## config.mk

```make
export PLATFORM = sky130hd
export DESIGN_NAME = mux_n_seq
export DESIGN_NICKNAME = d
export VERILOG_FILES = /design/src/rtl/mux_pkg.sv /design/src/rtl/scan_ctr.sv /design/src/rtl/mux_n_seq.sv
export SDC_FILE = /design/constraint.sdc
export NUM_CORES = 1
export LEC_CHECK = 0
export BUFFER_PORTS_ARGS = -buffer_cell sky130_fd_sc_hd__buf_2
export CAP_MARGIN = 10
export CELL_PAD_IN_SITES_DETAIL_PLACEMENT = 0
export CELL_PAD_IN_SITES_GLOBAL_PLACEMENT = 1
export CORE_AREA = 3 3 40 42
export CTS_CLUSTER_DIAMETER = 60
export DETAILED_ROUTE_END_ITERATION = 10
export DIE_AREA = 0 0 43 45
export HOLD_SLACK_MARGIN = 0.06
export PLACE_DENSITY = 0.63
export SYNTH_ARGS = -nofsm -noshare
export SYNTH_HDL_FRONTEND = slang
export SYNTH_SLANG_ARGS = --single-unit
```

## constraint.sdc

```tcl
create_clock -name clk -period 3.1 [get_ports clk]
set_input_delay 0 -clock clk [delete_from_list [all_inputs] [get_ports clk]]
set_output_delay 0 -clock clk [all_outputs]
set_load 0.02 [all_outputs]
```

## src/rtl/mux_pkg.sv

```systemverilog
// Shared definitions for the registered N-channel multiplexer.
// Provides the mode encodings and a helper that extracts one channel from a flattened input bus.
package mux_pkg;

  localparam logic MODE_DIRECT = 1'b0;
  localparam logic MODE_SCAN   = 1'b1;

  // Upper bounds for chan_slice: N*W must not exceed MAX_BUS_W and W must not exceed MAX_CH_W
  localparam int unsigned MAX_BUS_W = 4096;
  localparam int unsigned MAX_CH_W  = 256;

  // Returns channel k of a flattened bus of w-bit channels, zero-extended to MAX_CH_W bits
  function automatic logic [MAX_CH_W-1:0] chan_slice(input logic [MAX_BUS_W-1:0] bus,
                                                     input int unsigned         k,
                                                     input int unsigned         w);
    return MAX_CH_W'(bus >> (k * w));
  endfunction

endpackage

```

## src/rtl/scan_ctr.sv

```systemverilog
// Scan pointer and dwell counter for the auto-scan mode.
// Ports:
//   clk  - rising-edge clock
//   rst  - synchronous active-high reset
//   en   - advance enable; p and d are frozen while low
//   clr  - restart from channel 0, dwell 0 (scan entry or direct mode)
//   adv  - high in scan mode; low forces p and d to 0 on the next enabled edge
//   p    - current scan pointer
//   d    - current dwell count
module scan_ctr #(
  parameter  int unsigned N     = 4,
  parameter  int unsigned DWELL = 1,
  localparam int unsigned SW    = $clog2(N),
  localparam int unsigned DW    = ($clog2(DWELL + 1) < 1) ? 1 : $clog2(DWELL + 1)
) (
  input  logic          clk,
  input  logic          rst,
  input  logic          en,
  input  logic          clr,
  input  logic          adv,
  output logic [SW-1:0] p,
  output logic [DW-1:0] d
);

  logic [SW-1:0] r_p;
  logic [DW-1:0] r_d;
  logic [SW-1:0] w_p_base;
  logic [DW-1:0] w_d_base;
  logic [SW-1:0] w_p_nxt;
  logic [DW-1:0] w_d_nxt;

  // Step from the (possibly cleared) current position; direct mode parks at zero
  always_comb begin
    w_p_base = clr ? '0 : r_p;
    w_d_base = clr ? '0 : r_d;
    w_p_nxt  = '0;
    w_d_nxt  = '0;
    if (adv) begin
      if (w_d_base == DW'(DWELL - 1)) begin
        w_d_nxt = '0;
        w_p_nxt = (w_p_base == SW'(N - 1)) ? '0 : w_p_base + SW'(1);
      end else begin
        w_p_nxt = w_p_base;
        w_d_nxt = w_d_base + DW'(1);
      end
    end
  end

  always_ff @(posedge clk) begin
    if (rst) begin
      r_p <= '0;
      r_d <= '0;
    end else if (en) begin
      r_p <= w_p_nxt;
      r_d <= w_d_nxt;
    end
  end

  assign p = r_p;
  assign d = r_d;

endmodule

```

## src/rtl/mux_n_seq.sv

```systemverilog
// Registered N-channel, W-bit multiplexer with enable and auto-scan mode.
// Ports:
//   clk  - rising-edge clock
//   rst  - synchronous active-high reset
//   i    - flattened inputs, channel k at [k*W +: W]
//   s    - channel select (direct mode)
//   mode - 0 direct select, 1 auto-scan
//   en   - sample/advance enable
//   y    - registered selected data
//   ch   - index of the channel driving y
//   vld  - y/ch updated this cycle and legal
module mux_n_seq
  import mux_pkg::*;
#(
  parameter  int unsigned N     = 4,
  parameter  int unsigned W     = 1,
  parameter  int unsigned DWELL = 1,
  localparam int unsigned SW    = $clog2(N)
) (
  input  logic           clk,
  input  logic           rst,
  input  logic [N*W-1:0] i,
  input  logic [SW-1:0]  s,
  input  logic           mode,
  input  logic           en,
  output logic [W-1:0]   y,
  output logic [SW-1:0]  ch,
  output logic           vld
);

  localparam int unsigned DW    = ($clog2(DWELL + 1) < 1) ? 1 : $clog2(DWELL + 1);
  localparam logic [SW:0] N_LIM = (SW + 1)'(N);

  logic [W-1:0]  r_y;
  logic [SW-1:0] r_ch;
  logic          r_vld;
  logic          r_pm;

  logic [SW-1:0] w_p;
  logic [DW-1:0] w_d;
  logic          w_entry;
  logic          w_clr;
  logic [SW-1:0] w_p_sel;
  logic          w_s_bad;
  logic [W-1:0]  w_y_nxt;
  logic [SW-1:0] w_ch_nxt;
  logic          w_vld_nxt;

  // First enabled scan cycle after direct mode always starts at channel 0
  assign w_entry = (mode == MODE_SCAN) && (r_pm == MODE_DIRECT);
  assign w_clr   = w_entry || (mode == MODE_DIRECT);
  assign w_p_sel = w_entry ? '0 : w_p;
  // Only reachable when N is not a power of two
  assign w_s_bad = ({1'b0, s} >= N_LIM);

  scan_ctr #(
    .N     (N),
    .DWELL (DWELL)
  ) u_scan_ctr (
    .clk (clk),
    .rst (rst),
    .en  (en),
    .clr (w_clr),
    .adv (mode),
    .p   (w_p),
    .d   (w_d)
  );

  // Output select: scan pointer, direct select, or out-of-range direct select
  always_comb begin
    w_y_nxt   = r_y;
    w_ch_nxt  = r_ch;
    w_vld_nxt = 1'b0;
    if (en) begin
      if (mode == MODE_SCAN) begin
        w_y_nxt   = W'(chan_slice(MAX_BUS_W'(i), 32'(w_p_sel), W));
        w_ch_nxt  = w_p_sel;
        w_vld_nxt = 1'b1;
      end else if (w_s_bad) begin
        w_y_nxt   = '0;
        w_ch_nxt  = s;
        w_vld_nxt = 1'b0;
      end else begin
        w_y_nxt   = W'(chan_slice(MAX_BUS_W'(i), 32'(s), W));
        w_ch_nxt  = s;
        w_vld_nxt = 1'b1;
      end
    end
  end

  always_ff @(posedge clk) begin
    if (rst) begin
      r_y   <= '0;
      r_ch  <= '0;
      r_vld <= 1'b0;
      r_pm  <= MODE_DIRECT;
    end else begin
      r_y   <= w_y_nxt;
      r_ch  <= w_ch_nxt;
      r_vld <= w_vld_nxt;
      if (en) begin
        r_pm <= mode;
      end
    end
  end

  // Dwell counter never leaves 0..DWELL-1
  a_dwell_range : assert property (@(posedge clk) disable iff (rst) w_d <= DW'(DWELL - 1));

  assign y   = r_y;
  assign ch  = r_ch;
  assign vld = r_vld;

endmodule

```

==> run summary <==
H-tree depth: 1
Crit-path slowest cell: dfxtp_1
Final hold vios: 0
Antenna violations before repair: 0
Async SR Flop Fraction: 0%
Die ar.: 1940 µm²
PostCTS Resize Cnt: 0
CTS buffer count: 3
Number of routed nets with antenna violations: 0
Die Y: 45 µm
Number of global-route vias before repair: 291
N_diodes: 0
Hold Path Depth: 3
Final period util: 39.8%
Grt total ovfl: 0
NumNets Final: 66
HP Class: in2reg
Most common cell in the synthesized netlist: dfxtp_1
Row count: 13
Post-Syn Nets: 47
Most used cell, CP: a2111oi_2
Final setup viols: 0
Gp weighted congestion: 0.703
Power density over the cells: 483 nW/µm²
CP Launch Point: r_pm
CTS tree: yes
Hold_sp: mode
Worst-Margin Slew: 0.314 ns
Post-synthesis sequential area ratio: 42.6%
Core Box Area: 1280 µm²
Yosys reg bits: 7
Drt drc: 0
Crit Path Max Fanout: 5
Routed len/inst: 10.8 µm
R2R depth: 4
Drt pass-1 iters: 2
First-pass GRT wire length: 1220 µm
Reg2reg start: r_pm
CP endpoint kind: register
Ports: 14
Startpoint types: register
Netlist Area Pre-Place: 329 µm²
Status: completed
Most frequent cells after synthesis: dfxtp_1 (7), nor2_1 (6), nand2_1 (4)
Max Cap Viol: 0
Clk_lat worst skew: 0.26 ns
Largest net degree at the start of global routing: 11
Worst path max stage delay: 0.40 ns
Die X: 43 µm
Unrepaired setup endpoints after global routing: false
Post-synth EDFFs: 0
Clock tree buffer depth: 2
Top-area cell type share of the netlist area: 42.6%
Top cells by area, synth: dfxtp_1 (43%), a2111oi_2 (9.1%), nor2_1 (6.8%)
Post-DP HPWL: 569 µm
Max Slew Vio Count: 0
Required time of the critical path: 3.23 ns
Clock Sinks: 7
GRT Util Overall: 9.20%
Ys flop type: dfxtp_1
Max Freq: 811 MHz
Via Count: 309
Final TNS setup: 0 ns
Slew HR: 79.0%
Area Overhead vs Synth: 38.4%
Synth area leader: dfxtp_1
Iteration-0 DRC Markers: 5
CP cell instances: nand3_2 -> and3_1 -> a2111oi_2 -> a2111oi_2
Yosys warns: 0
Final core utilization: 35.4%
Initial Util: 25.6%
Clk root buf: clkbuf_4
Setup Skew: 0.00359 ns
Detailed Route WL: 759 µm
Worst-path clk slew: 0.06 ns
PortBufs: 13
Fin crit period: 1.23 ns
Maximum VDD drop: 0.163 mV
Syn_area_per_cell: 8.89 µm²
P_leak: 0.200 nW
Critical path class: reg2reg
Mapped Cells: 37
R2R Setup Slk: 1.87 ns
Via density: 4.41
Synth cell types: 19
Share of post-route cells with drive strength above 1: 38.2%
Worst EP arrival: 1.37 ns
final cells by class:
type                            count  area [µm²]
Clock buffer                        4        26.3
Fill cell                         146         830
Inverter                            1        3.75
Multi-Input combinational cell     28         181
Sequential cell                     7         140
Tap cell                           15        18.8
Timing Repair Buffer               15        85.1
metrics by stage:
| step | hold WS, ns | std cells | setup slack, ns | instance area, µm² | power, mW |
|---|---|---|---|---|---|
| 3_5_place_dp | 0.279 | 64 | 1.87 | 409 | 0.134 |
| 2_1_floorplan | 0.0667 | 37 | 1.94 | 329 | 0.120 |
| 4_1_cts | 0.0769 | 70 | 1.86 | 455 | 0.224 |
| 6_report | 0.0823 | 70 | 1.87 | 455 | 0.220 |
| 5_1_grt | 0.101 | 70 | 1.78 | 455 | 0.234 |
| 3_3_place_gp | 0.276 | 64 | 1.89 | 409 | 0.134 |
routing by layer:
layer | vias to the layer above | part of all wire (%) | global-route usage [%]
li1 | 167 | - | -
met1 | 126 | 50 | 12.2
met2 | 14 | 37 | 10.5
met3 | 2 | 12 | 5.18
met4 | 0 | 1.2 | 7.23
met5 | - | 0 | 0
worst paths after layout:
kind / end
setup / recovery: y
hold / removal: r_pm
setup reg to reg: y
hold reg to reg: ch[1]
placed cells by master (no fill, tap or decap):
master         count
a31oi_1            1
dlygate4sd3_1      2
clkbuf_4           3
nor2_1             6
nand2b_4           1
o21ai_0            1
nand3_2            1
nor2b_1            1
inv_1              1
clkbuf_1           1
buf_2             13
dfxtp_1            7
and3_1             1
and2_1             1
a311oi_1           1
nand2_1            4
nor3_1             2
nand2_2            1
a21oi_1            2
nand3_1            1
a2111oi_2          2
mux2i_1            2
power breakdown:
part | switching, mW | internal [mW]
registers | 0.00330 | 0.0950
clock network | 0.0373 | 0.0494
logic | 0.0190 | 0.0161
total | 0.0596 | 0.160
critical path: cells and delay by family, from the launching register on:
kind / cells / cell delay [ns]
AO/OA/AOI/OAI: 2 / 0.39
flip-flops: 1 / 0.40
AND/OR/NAND/NOR: 2 / 0.32
registers in the layout, summed over array words and instances (netlist names):
| signal | count |
|---|---|
| r_pm | 1 |
| u_scan_ctr.p | 2 |
| y | 1 |
| ch | 2 |
| vld | 1 |
cell families after synthesis:
| family | Yosys count | synth area share, % |
|---|---|---|
| compound gates | 7 | 18.3 |
| mux | 2 | 6.08 |
| buf+inv | 2 | 2.28 |
| flops | 7 | 42.6 |
| simple gates | 19 | 30.8 |
what timing repair did:
action,4_1_cts,5_1_grt
hold buffers,2,0
setup buffers,0,0
hold endpoints to repair,7,0
(Power assumes the default switching activity.)
